## src/rtl/eth_pkg.sv

```systemverilog
// Shared Ethernet TX definitions.
// Holds the AXIS width constants, the TX arbiter state encoding and the
// bit positions of the fields packed into the 80-bit MAC user sideband
// {len[15:0], src_mac[47:0], type[15:0]}.
package eth_pkg;

  localparam int DATA_W     = 64;
  localparam int KEEP_W     = 8;
  localparam int MAC_USER_W = 80;

  localparam int USER_TYPE_LSB = 0;
  localparam int USER_TYPE_W   = 16;
  localparam int USER_MAC_LSB  = 16;
  localparam int USER_MAC_W    = 48;
  localparam int USER_LEN_LSB  = 64;
  localparam int USER_LEN_W    = 16;

  typedef enum logic [1:0] {
    IDLE = 2'd0,
    SEND = 2'd1,
    DROP = 2'd2,
    GAP  = 2'd3
  } arb_state_t;

  function automatic logic [USER_LEN_W-1:0] user_len(input logic [MAC_USER_W-1:0] user);
    return user[USER_LEN_LSB +: USER_LEN_W];
  endfunction

  function automatic logic [USER_TYPE_W-1:0] user_type(input logic [MAC_USER_W-1:0] user);
    return user[USER_TYPE_LSB +: USER_TYPE_W];
  endfunction

endpackage

```

## src/rtl/rr_arb2.sv

```systemverilog
// Two-requester round-robin grant logic.
// The grant is combinational from the request vector and the remembered
// last winner; the last winner only moves when the owner pulses i_update,
// so a caller can hold a grant for a whole transaction (frame) and commit
// the round-robin pointer when that transaction completes.
//
// Ports:
//   i_clk, i_rst    clock, asynchronous active-high reset
//   i_req[1:0]      request per port
//   i_update        commit strobe for the round-robin pointer
//   i_update_grant  one-hot port being committed as last winner
//   o_grant[1:0]    one-hot grant, 0 when nothing requests
module rr_arb2 (
  input  logic       i_clk,
  input  logic       i_rst,
  input  logic [1:0] i_req,
  input  logic       i_update,
  input  logic [1:0] i_update_grant,
  output logic [1:0] o_grant
);

  // Index of the port that won last; resets to 1 so port 0 wins the
  // first contention.
  logic r_last_grant;

  always_ff @(posedge i_clk or posedge i_rst) begin
    if (i_rst) begin
      r_last_grant <= 1'b1;
    end else if (i_update) begin
      r_last_grant <= i_update_grant[1];
    end
  end

  always_comb begin
    o_grant = 2'b00;
    unique case (i_req)
      2'b01:   o_grant = 2'b01;
      2'b10:   o_grant = 2'b10;
      2'b11:   o_grant = r_last_grant ? 2'b01 : 2'b10;
      default: o_grant = 2'b00;
    endcase
  end

endmodule

```

## src/rtl/mac_tx_arbiter.sv

```systemverilog
// Frame-level round-robin arbiter sharing the MAC TX AXIS channel between
// the ARP engine (port 0) and the IP TX engine (port 1).
// The MAC has no ready, so only the sources are back-pressured. A frame
// is never interleaved with another, a minimum idle gap follows every
// frame, and a source that stalls mid-frame for too long has its frame
// terminated with an empty last beat and the remainder swallowed.
//
// Ports:
//   i_clk, i_rst           clock, asynchronous active-high reset
//   s0_axis_*              ARP source (data/user/keep/last/valid, ready out)
//   s1_axis_*              IP TX source (same layout)
//   m_axis_mac_*           registered stream to the MAC (no ready)
//   o_grant[1:0]           one-hot owner of the current frame, 0 when idle
//   o_abort                one-cycle pulse alongside the abort beat
//
// state | meaning
// ------+---------------------------------------------------------------
// IDLE  | no owner; arbitrate among valid sources
// SEND  | owner's beats forwarded one cycle later; stall timer running
// DROP  | frame aborted; owner's beats consumed until its last, no output
// GAP   | forced idle after a frame, all readies low, then back to IDLE
module mac_tx_arbiter
  import eth_pkg::*;
#(
  parameter int P_IFG_CYCLES  = 1,
  parameter int P_GAP_TIMEOUT = 16
) (
  input  logic                  i_clk,
  input  logic                  i_rst,

  input  logic [DATA_W-1:0]     s0_axis_data,
  input  logic [MAC_USER_W-1:0] s0_axis_user,
  input  logic [KEEP_W-1:0]     s0_axis_keep,
  input  logic                  s0_axis_last,
  input  logic                  s0_axis_valid,
  output logic                  s0_axis_ready,

  input  logic [DATA_W-1:0]     s1_axis_data,
  input  logic [MAC_USER_W-1:0] s1_axis_user,
  input  logic [KEEP_W-1:0]     s1_axis_keep,
  input  logic                  s1_axis_last,
  input  logic                  s1_axis_valid,
  output logic                  s1_axis_ready,

  output logic [DATA_W-1:0]     m_axis_mac_data,
  output logic [MAC_USER_W-1:0] m_axis_mac_user,
  output logic [KEEP_W-1:0]     m_axis_mac_keep,
  output logic                  m_axis_mac_last,
  output logic                  m_axis_mac_valid,

  output logic [1:0]            o_grant,
  output logic                  o_abort
);

  // Stall timer fires while holding P_GAP_TIMEOUT-1, i.e. on the
  // P_GAP_TIMEOUT-th consecutive idle cycle of the owner.
  localparam logic [7:0] GAP_TC   = 8'(P_GAP_TIMEOUT - 1);
  // Inter-frame timer counts down to zero; GAP therefore lasts
  // P_IFG_CYCLES+1 cycles, which with the registered grant and the
  // output register yields last-to-first spacing of P_IFG_CYCLES+3.
  localparam logic [3:0] IFG_LOAD = 4'(P_IFG_CYCLES);

  arb_state_t state_q, state_d;
  logic [1:0] grant_q, grant_d;
  logic [7:0] gap_cnt_q, gap_cnt_d;
  logic [3:0] ifg_cnt_q, ifg_cnt_d;

  logic [1:0] arb_grant;
  logic       arb_update;
  logic       beat_load;
  logic       abort_fire;

  // Beat of the current owner; only meaningful in SEND/DROP.
  logic                  g_sel;
  logic                  g_valid;
  logic                  g_last;
  logic [DATA_W-1:0]     g_data;
  logic [MAC_USER_W-1:0] g_user;
  logic [KEEP_W-1:0]     g_keep;

  assign g_sel   = grant_q[1];
  assign g_valid = g_sel ? s1_axis_valid : s0_axis_valid;
  assign g_last  = g_sel ? s1_axis_last  : s0_axis_last;
  assign g_data  = g_sel ? s1_axis_data  : s0_axis_data;
  assign g_user  = g_sel ? s1_axis_user  : s0_axis_user;
  assign g_keep  = g_sel ? s1_axis_keep  : s0_axis_keep;

  rr_arb2 u_rr_arb2 (
    .i_clk          (i_clk),
    .i_rst          (i_rst),
    .i_req          ({s1_axis_valid, s0_axis_valid}),
    .i_update       (arb_update),
    .i_update_grant (grant_q),
    .o_grant        (arb_grant)
  );

  always_ff @(posedge i_clk or posedge i_rst) begin
    if (i_rst) begin
      state_q   <= IDLE;
      grant_q   <= 2'b00;
      gap_cnt_q <= 8'd0;
      ifg_cnt_q <= 4'd0;
    end else begin
      state_q   <= state_d;
      grant_q   <= grant_d;
      gap_cnt_q <= gap_cnt_d;
      ifg_cnt_q <= ifg_cnt_d;
    end
  end

  always_comb begin
    state_d       = state_q;
    grant_d       = grant_q;
    gap_cnt_d     = gap_cnt_q;
    ifg_cnt_d     = ifg_cnt_q;
    arb_update    = 1'b0;
    beat_load     = 1'b0;
    abort_fire    = 1'b0;
    s0_axis_ready = 1'b0;
    s1_axis_ready = 1'b0;

    unique case (state_q)
      IDLE: begin
        if (arb_grant != 2'b00) begin
          grant_d   = arb_grant;
          gap_cnt_d = 8'd0;
          state_d   = SEND;
        end
      end

      SEND: begin
        s0_axis_ready = grant_q[0];
        s1_axis_ready = grant_q[1];
        if (g_valid) begin
          beat_load = 1'b1;
          gap_cnt_d = 8'd0;
          if (g_last) begin
            arb_update = 1'b1;
            grant_d    = 2'b00;
            ifg_cnt_d  = IFG_LOAD;
            state_d    = GAP;
          end
        end else if (gap_cnt_q == GAP_TC) begin
          abort_fire = 1'b1;
          gap_cnt_d  = 8'd0;
          state_d    = DROP;
        end else begin
          gap_cnt_d = gap_cnt_q + 8'd1;
        end
      end

      DROP: begin
        s0_axis_ready = grant_q[0];
        s1_axis_ready = grant_q[1];
        if (g_valid && g_last) begin
          arb_update = 1'b1;
          grant_d    = 2'b00;
          ifg_cnt_d  = IFG_LOAD;
          state_d    = GAP;
        end
      end

      GAP: begin
        if (ifg_cnt_q == 4'd0) begin
          state_d = IDLE;
        end else begin
          ifg_cnt_d = ifg_cnt_q - 4'd1;
        end
      end

      default: state_d = IDLE;
    endcase
  end

  assign o_grant = grant_q;

  // Output register stage. Data/user/keep hold between beats so the abort
  // beat can reuse the user of the last forwarded beat.
  always_ff @(posedge i_clk or posedge i_rst) begin
    if (i_rst) begin
      m_axis_mac_data  <= '0;
      m_axis_mac_user  <= '0;
      m_axis_mac_keep  <= '0;
      m_axis_mac_last  <= 1'b0;
      m_axis_mac_valid <= 1'b0;
      o_abort          <= 1'b0;
    end else begin
      m_axis_mac_valid <= beat_load | abort_fire;
      m_axis_mac_last  <= beat_load ? g_last : abort_fire;
      o_abort          <= abort_fire;
      if (beat_load) begin
        m_axis_mac_data <= g_data;
        m_axis_mac_user <= g_user;
        m_axis_mac_keep <= g_keep;
      end else if (abort_fire) begin
        m_axis_mac_data <= '0;
        m_axis_mac_keep <= '0;
      end
    end
  end

endmodule

```

## config.mk

```make
export PLATFORM = sky130hd
export DESIGN_NAME = mac_tx_arbiter
export DESIGN_NICKNAME = d
export VERILOG_FILES = /design/src/rtl/eth_pkg.sv /design/src/rtl/rr_arb2.sv /design/src/rtl/mac_tx_arbiter.sv
export SDC_FILE = /design/constraint.sdc
export NUM_CORES = 1
export LEC_CHECK = 0
export CAP_MARGIN = 0
export CORE_AREA = 8 8 177 179
export DETAILED_ROUTE_END_ITERATION = 12
export DIE_AREA = 0 0 185 187
export MAX_ROUTING_LAYER = met4
export SLEW_MARGIN = 20
export SYNTH_ARGS = -nofsm -noshare
export SYNTH_HDL_FRONTEND = slang
export SYNTH_SLANG_ARGS = --single-unit
```

## constraint.sdc

```tcl
create_clock -name i_clk -period 11.3 [get_ports i_clk]
set_clock_uncertainty 0.2 [all_clocks]
set_input_delay 2.26 -clock i_clk [delete_from_list [all_inputs] [get_ports i_clk]]
set_output_delay 2.26 -clock i_clk [all_outputs]
set_load 0.1 [all_outputs]
```

Yosys cells after proc, flatten, opt, wreduce, memory -nomap -nowiden --
Cells that the tools add are included.
Operators by class: add/sub/neg operators 2, eq/ne operators 15, reduce and logical (&&, ||, !) cells 13, bitwise gates (word level) 1, mux-type cells 44
Operators with widths (count):
- 2-to-1 mux 64 bit | 3
- 2-to-1 mux 80 bit | 1
- 2-to-1 mux 8 bit | 6
- 2-to-1 mux 2 bit | 11
- 2-to-1 mux 4 bit | 4
- one-hot mux 8 bit (2 select lines) | 1
- AND reduction 5 bit | 3
- 2-to-1 mux 1 bit | 13
- != test 2 bit, second input constant | 6
- one-hot mux 2 bit (3 select lines) | 2
- one-hot mux 4 bit (3 select lines) | 1
- adder 8 x 1 -> 8 bit, second input constant | 1
- equality test 2 bit, second input constant | 4
- equality test 8 x 4 -> 1 bit, second input constant | 1
- one-hot mux 2 bit (4 select lines) | 1
- != test 3 bit, second input constant | 2
- nonzero test 2 bit | 3
- nonzero test 3 bit | 2
- equality test 2 x 1 -> 1 bit, second input constant | 2
- logical NOT 4 bit | 1
- subtractor 4 x 1 -> 4 bit, second input constant | 1
- logical NOT 2 bit | 1
- one-hot mux 1 bit (2 select lines) | 1
- AND reduction 2 bit | 1
- 3 further kinds | 3
Word-level totals: input bits 310, logic and storage cells 86, output and inout port bits 159, bits in registers 172

Logic depth before layout (Yosys ltp) --
Gate-level depths: netlist of run 1.
depth in word-level cells 6, depth in mapped cells 8, depth with buffers taken out 7

Hierarchy --
A second synthesis of run 1 with hierarchy kept.
Unflattened totals: cells, all modules 707, area, all modules 8239.2 um^2
Modules (own cells, without submodules):
- mac_tx_arbiter | cells each 700, area an instance 8181.6 um^2, times used 1
- rr_arb2 | cells each 7, area an instance 57.6 um^2, times used 1

Worst setup path before layout of run 1 --
Ideal clock, no wire load.
path type register -> output, start point register grant_q[1] (netlist: o_grant[1]), end point output s1_axis_ready, required time 8.840 ns, slack 6.460 ns, buffers on the path 3, cell stages (with the launch flop) 5, arrival time 2.380 ns, cell sequence dfrtp_1 buf_6 buf_2 buf_2 and2_1
On the way: word-level cells in the longest chain between the ends 1
RTL lines:
- from (decl) | RTL line mac_tx_arbiter.sv:64 | logic [1:0] grant_q, grant_d;
- from (signal assigned) | RTL line mac_tx_arbiter.sv:105 | grant_q <= grant_d;
- 2-to-1 mux 1 bit | RTL line mac_tx_arbiter.sv:122 | unique case (state_q)
- to (decl) | RTL line mac_tx_arbiter.sv:43 | output logic s1_axis_ready,
Every way passes these cells.

Worst setup path after layout of run 1 --
start point register state_q[0], end point output s0_axis_ready
On the way: word-level cells in the longest chain between the ends 3, elaborated cells on any way between the ends 4
RTL lines:
- from (decl) | RTL line mac_tx_arbiter.sv:63 | arb_state_t state_q, state_d;
- from (signal assigned) | RTL line mac_tx_arbiter.sv:104 | state_q <= state_d;
- equality test 2 bit / equality test 2 x 1 -> 1 bit (equally long branches) | RTL line mac_tx_arbiter.sv:122
- OR reduction 2 bit (no source line) (*)
- 2-to-1 mux 1 bit (*) | RTL line mac_tx_arbiter.sv:122
- to (decl) | RTL line mac_tx_arbiter.sv:36 | output logic s0_axis_ready,
Mark *: on every way between the ends. The rest lies on a longest branch, timed or not.

==> summary by stage, run 1 <==
Drt
Wires add up to about 32 mm. The violation count after the first detailed-routing iteration is 310. The overall via count from detail_route is around 7000. The count of antenna-violating nets left after detailed routing is 0.

In the final routed layout, each cell accounts on average for between 20 and 25 um. The number of detailed-route iterations in the first pass is 5. In the routed design, unresolved DRC markers number 0.

The vias per cell is between 4 and 5.

Synthesis
In this run, synthesis inferred 0 flip-flops with an integrated enable. Among all flip-flop cells after synthesis, the most frequent one is sky130_fd_sc_hd__dfrtp_1. The most frequent cell after synthesis is sky130_fd_sc_hd__dfrtp_1.

Sorting the synthesized cells by how often they occur yields sky130_fd_sc_hd__dfrtp_1 (171), sky130_fd_sc_hd__mux2i_1 (156), sky130_fd_sc_hd__nand2_1 (85), sky130_fd_sc_hd__o21ai_0 (85), sky130_fd_sc_hd__o2bb2ai_1 (74). Yosys attributes the largest share of cell area to sky130_fd_sc_hd__dfrtp_1 (53%), sky130_fd_sc_hd__mux2i_1 (19%), sky130_fd_sc_hd__o2bb2ai_1 (8.0%). For this run, the number of Yosys warnings is 0. Of the post-synthesis cell area, the dominant cell type holds 0.5306. The register bit count reported by yosys is about 170. The share of the Yosys chip area taken by registers is 0.5339. Counting flops with an async set or reset pin after synthesis yields a share of 1.000. The number of distinct standard cells referenced by the synthesized netlist is 40. The count of mapped cells out of synthesis is approximately 700.

The largest total area in the synthesized netlist belongs to sky130_fd_sc_hd__dfrtp_1. The synthesized area per cell is ~12 sq um. The mapped netlist covers 8064 sq um.

The net count after synthesis is roughly 1000.

Clock network
The clock latency reported for the late side of the worst-skew pair is between 400 and 500 ps. TritonCTS built the clock tree. The total clock buffers created by CTS is 17. The count of H-tree levels built during CTS is 4.

The tree built by TritonCTS fans out to between 150 and 200 sinks. The clock-pin slew reported for the worst setup and hold paths after clock tree synthesis is 80 ps. The post-CTS setup buffer count is 0. Buffers inserted to repair hold after CTS numbered 0. The number of cells upsized or downsized after cts is 0. The longest clock path from root to sink contains 2 buffers. The tree is rooted in a sky130_fd_sc_hd__clkbuf_16.

Timing
The actual transition at the worst max-transition pin is 1159 ps. The final count of hold timing violations is 0. Of the available clock period, the critical path in the final layout requires 0.4561. The upper clock frequency limit is roughly 0.19 GHz. In this run the tightest slew margin relative to its limit is 0.2249. The count of final max-slew check failures came to 0. The worst path needs between 5000 and 6000 ps of the cycle, external delays included. Setup violations remaining at the end of the flow were counted as 0.

Summed over all failing endpoints, the final setup total negative slack is 0 ps. Setup repair after global routing left no endpoint under its margin.

Placement
The placed instance count is about 1500. The port buffer count is ~470. The congestion estimate from routability-driven global placement came to 0.7947. The final HPWL from detailed placement is ~25 mm.

The total cell area at the placement stage is roughly 13000 sq um.

Hold path
In this run the most critical hold path is launched from m_axis_mac_user[40]. The path category of the worst min-delay check is reg -> reg. The worst hold path cell count is 2. For hold timing, the worst endpoint is m_axis_mac_user[40].

Layout
With fillers left out, the area of the finished cells amounts to between 10000 and 15000 sq um. In the final layout, the share of cells above drive strength 1 is 0.04498. For this run, the number of standard cells in the final layout without fillers is approximately 1500. The final layout contains roughly 1500 nets. From synthesis to final layout, the design area changed by 69.23%.

The final standard cell utilization of the core is 0.4807.

GRT
The first global-routing pass estimated 46.93 mm of wire. Entering global routing, the biggest net connects roughly 110 pins. Summed over all layers, the global routing overflow is 0. The number of global-route vias before repair is between 7000 and 8000. The overall fraction of global-route tracks in use is 0.1836. The number of antenna violations at the first check in global routing is 1.

Die
The standard-cell row count is between 60 and 70. The chip width is 185 um. The vertical die dimension is ~190 um. The I/O pin count is 469.

The initial core utilization is 0.2840. The overall die area is 34600 sq um. The core region is between 20000 and 30000 sq um.

Worst setup path
The top cell family by delay on the critical path is buffers and inverters. For this design, the slowest cell found on the critical path is sky130_fd_sc_hd__clkdlybuf4s50_1. The worst path arrival time is about 2700 ps. The worst setup path category is reg -> out. The number of buffer and inverter instances along the worst setup path is 3. STA classifies the critical path endpoint as a primary output. The critical path starts at state_q[0]. The launching point of the worst reg2reg path is o_grant[1]. The delay of the slowest critical-path stage is 1150 ps. Traced cell by cell, the critical path runs through inv_1 > ha_1 > inv_1 > nor2_1 > clkdlybuf4s50_1.

The critical path startpoint category is a flop. In this run the register-to-register setup slack is between 7000 and 8000 ps. The endpoint of the worst-slack reg-to-reg timing path is m_axis_mac_data[29]. The most numerous cell type found on the critical path is sky130_fd_sc_hd__inv_1.

The worst register-to-register path has a depth of 5. The maximum net fanout on the critical path is 6. At the worst endpoint, the required time is ~8800 ps.

Outcome
The flow ran to the end, and the final reports show no timing, DRC or antenna violations.

Run
The number of violations of the max-capacitance limit is 0.
-- kinds of logic after synthesis --
logic type,Yosys count,synth area share
compound gates,172,0.1496
xor+xnor,5,0.005430
fa+ha+maj,7,0.01086
buf+inv,62,0.03708
flops,172,0.5339
mux,159,0.1978
simple gates,122,0.06532
-- per-layer routing --
layer / GRT usage / part of all wire
met1: 0.2151 / 0.42
met5: - / 0
met3: 0.07148 / 0.095
met4: 0.02494 / 0.0034
met2: 0.3014 / 0.49
-- placed cells by master, fill, tap and decap left out, drive strengths merged, types with 4 or more instances in the layout --
cell type,instances
xnor2,5
clkinv,4
ha,7
dfrtp,171
clkdlybuf4s50,468
nor2,15
clkbuf,20
o2bb2ai,74
nand2b,4
inv,17
o21ai,85
mux2i,156
nand2,85
buf,8
-- registers in the layout, indices dropped and copies added, names as in the netlist --
register	flops
m_axis_mac_user	80
m_axis_mac_data	64
gap_cnt_q	8
m_axis_mac_keep	8
ifg_cnt_q	4
o_grant	2
state_q	2
m_axis_mac_last	1
m_axis_mac_valid	1
o_abort	1
u_rr_arb2.r_last_grant	1
-- how the worst max path moves through the flow --
stage	to	depth (start not counted)	slack [ps]
floorplan	gap_cnt_q[0]	1	4180
global placement	o_grant[1]	3	6410
detailed placement	state_q[0]	7	6390
CTS	s0_axis_ready	5	6120
global route	s0_axis_ready	5	6050
finish	s0_axis_ready	5	6150
-- worst register-to-register path, cell delays in order, from the launching register on --
cell and delay, ps:
sky130_fd_sc_hd__dfrtp_4 630, sky130_fd_sc_hd__buf_4 650, sky130_fd_sc_hd__buf_4 770, sky130_fd_sc_hd__buf_4 840, sky130_fd_sc_hd__mux2i_1 470, sky130_fd_sc_hd__o2bb2ai_1 120
-- stage by stage --
step / worst slack, ps / hold WS, ps
after floorplan: 4182 / 270.0
after detailed placement: 6386 / 268.6
after CTS: 6119 / 283.8
after global placement: 6406 / 259.9
final: 6146 / 277.0
after global routing: 6055 / 302.1
-- area by class of cell --
| cell class | count | area [sq um] |
|---|---|---|
| Antenna cell | 1 | 2.502 |
| Clock buffer | 20 | 446.7 |
| Clock inverter | 12 | 130.1 |
| Fill cell | 2697 | 14750 |
| Inverter | 11 | 46.29 |
| Multi-Input combinational cell | 465 | 3467 |
| Sequential cell | 172 | 4309 |
| Tap cell | 384 | 480.5 |
| Timing Repair Buffer | 476 | 4765 |
Power of run 1 is left out: the tool's default activity adds up to more than one toggle a clock period on the data nets, which glitch-free logic cannot reach.
==> run 2, diff against run 1 <==
--- a/config.mk
+++ b/config.mk
@@ -6,9 +6,9 @@
 export NUM_CORES = 1
 export LEC_CHECK = 0
 export CAP_MARGIN = 0
-export CORE_AREA = 8 8 177 179
+export CORE_AREA = 8 8 178 180
 export DETAILED_ROUTE_END_ITERATION = 12
-export DIE_AREA = 0 0 185 187
+export DIE_AREA = 0 0 186 188
 export MAX_ROUTING_LAYER = met4
 export SLEW_MARGIN = 20
 export SYNTH_ARGS = -nofsm -noshare
==> constraint.sdc (replaced) <==
create_clock -name i_clk -period 4.9 [get_ports i_clk]
set_clock_uncertainty 0.2 [all_clocks]
set_input_delay 0.98 -clock i_clk [delete_from_list [all_inputs] [get_ports i_clk]]
set_output_delay 0.98 -clock i_clk [all_outputs]
set_load 0.1 [all_outputs]
==> run 2 against run 1 <==
Effect of this change:
- design area increased by 0.64%
- via count decreased by 0.93%
- first-iteration DRC count shrank 15%
- sequential share of layout area shrank 0.20 points
- register-to-register slack got worse by 5500 ps
- global-route usage fell by 0.48 points
- non-clock buffer count up 4
- worst hold slack better by 2.1 ps
- wire length fell by 2.6%
- critical path depth stayed put
- die area grew 1.1%
- count of clock-buffer cells in the layout down 1
==> summary by stage, run 2 (synthesis results as in run 1) <==
Outcome
The flow ran to the end, and the final reports show no timing, DRC or antenna violations.

Die
The initial core utilization is 0.2780. The area of the placeable core is 29010 sq um. In this run the horizontal extent of the chip is ~190 um. Pin placement for this block handled 469 I/O pins.

The standard-cell row count is 63. The overall die area is approximately 35000 sq um. The vertical die dimension is 188 um.

Layout
The filler-free cell count of the finished design is about 1600. The final layout contains ~1500 nets. The register with the most flip-flops in the layout has 80 of them. In the layout the commonest cells are sky130_fd_sc_hd__clkdlybuf4s50_1 (468), sky130_fd_sc_hd__dfrtp_1 (170), sky130_fd_sc_hd__mux2i_1 (156).

Leaving out fill and tap cells, the most frequent cell in the layout is sky130_fd_sc_hd__clkdlybuf4s50_1. In the final layout, the share of cells above drive strength 1 is 0.04832. The finished cells cover 13730 sq um.

The register with the most flip-flops is m_axis_mac_user. Relative to the synthesized area, the layout overhead comes to 70.32%. The largest registers in the layout are m_axis_mac_user x80, m_axis_mac_data x64. Once layout is complete, the utilization of the core stands at 0.4735.

Worst setup path
The endpoint required time on the critical path is approximately 3700 ps. The worst setup path is captured at a primary output. Counting both buffers and inverters, the worst setup path holds a total of 3. The dominant cell type by count on the critical path is sky130_fd_sc_hd__inv_1. For this design, the slowest cell found on the critical path is sky130_fd_sc_hd__clkdlybuf4s50_1.

The critical path goes through inv_1 > ha_1 > inv_1 > nor2_1 > clkdlybuf4s50_1. The top cell family by delay on the critical path is buffers and inverters. The delay of the slowest critical-path stage is 1140 ps. The worst setup path is launched from a flop.

The worst setup path category is reg -> out. The maximum net fanout on the critical path is 6. The worst path arrival time is between 2000 and 3000 ps.

Timing
At the pin with the least slew margin, the transition time is 1101 ps. The setup TNS is 0 ps. Setup violations remaining at the end of the flow were counted as 0. Of the available clock period, the critical path in the final layout requires 0.7731. Setup repair after global routing left no endpoint under its margin. The final count of hold timing violations was 0. For the finished layout, the period the worst path requires is around 3800 ps. The upper clock frequency limit is roughly 0.26 GHz.

The count of final max-slew check failures came to 0. In this run the tightest slew margin relative to its limit is 0.2637.

Clock network
The cell at the root of the clock tree is sky130_fd_sc_hd__clkbuf_16. Counting along the longest clock path gives a buffer depth of 2. TritonCTS built the clock tree. The number of cells upsized or downsized after cts is 0.

The sink count of the clock tree is 172. The post-CTS setup buffer count is 0. The total clock buffers created by CTS is 17.

The count of H-tree levels built during CTS is 4. The hold-fix buffer count after cts is 0. The clock-pin slew reported for the worst setup and hold paths after clock tree synthesis is ~60 ps. The clock latency reported for the late side of the worst-skew pair is 420 ps.

GRT
Entering global routing, the biggest net connects 74 pins. The overall overflow remaining after global route is 0. The first-pass GRT wire length is 46.51 mm. In the global route stage, overall resource usage came out at 0.1789. The number of antenna violations at the first check in global routing is 2. The number of global-route vias before repair is 7569.

Drt
The DRC violations left is 0. After the first detailed-routing iteration, the DRC count stood at roughly 260. The vias per cell is 4.470. In this run the remaining antenna-violating nets after routing total 0.

The total wire length after detailed routing is around 31 mm. The number of detailed-route iterations in the first pass is 4. The detailed router placed 6933 vias in this run. The wire length per cell is approximately 20 um.

Hold path
The path category of the worst min-delay check is reg -> reg.

Placement
Buffers placed on the I/O ports in this run total 468. The final HPWL from detailed placement is around 25 mm. Once placement completed, the tool counted placed cells totaling 1518. The global placer's final weighted congestion is between 0.7 and 0.8.

After detailed placement, the total cell area comes to approximately 13000 sq um.

Run
Max-cap violations in this run came to 0.
-- run 2: worst register-to-register path, delay by kind of cell (launching register included) --
| kind | cells | cell delay (ps) |
|---|---|---|
| compound gates | 3 | 940 |
| flops | 1 | 780 |
| buf+inv | 1 | 620 |
| mux | 1 | 270 |
-- run 2: path summary, 6_finish.rpt --
path	start	endpoint	slack, ps	cells past startpoint
worst max-delay path	state_q[0]	s0_axis_ready	1110	5
worst min-delay path	m_axis_mac_user[42]	m_axis_mac_user[42]	280	2
worst max register to register	o_grant[1]	state_q[1]	2000	5
worst min register to register	m_axis_mac_user[42]	m_axis_mac_user[42]	280	2
max in group asynchronous	i_rst	m_axis_mac_data[31]	2770	3
min in group asynchronous	i_rst	m_axis_mac_user[51]	910	2
-- run 2: metal layers --
layer / routed length (um) / up-vias / GRT usage
met3: 2959 / 17 / 0.06696
met1: 12720 / 3199 / 0.2083
li1: - / 3420 / -
met4: 339 / 0 / 0.03910
met5: 0 / - / -
met2: 15030 / 297 / 0.2901
-- run 2: final cells by class --
class / count / area (sq um)
clock buffers: 19 / 442.9
multi-input cells: 465 / 3467
clock inverters: 12 / 152.6
well taps: 390 / 488.0
fillers: 2750 / 15270
diodes: 2 / 5.005
flip-flops and latches: 172 / 4309
inverters: 11 / 45.04
repair buffers: 480 / 4825
-- run 2: per-stage QoR --
step           hold slack (ps)  setup WS, ps
3_3_place_gp             261.3          1547
6_report                 279.1          1112
3_5_place_dp             268.9          1539
4_1_cts                  285.7          1080
2_1_floorplan            270.0          1340
5_1_grt                  300.8         941.5
Power of run 2 is left out for the same reason.
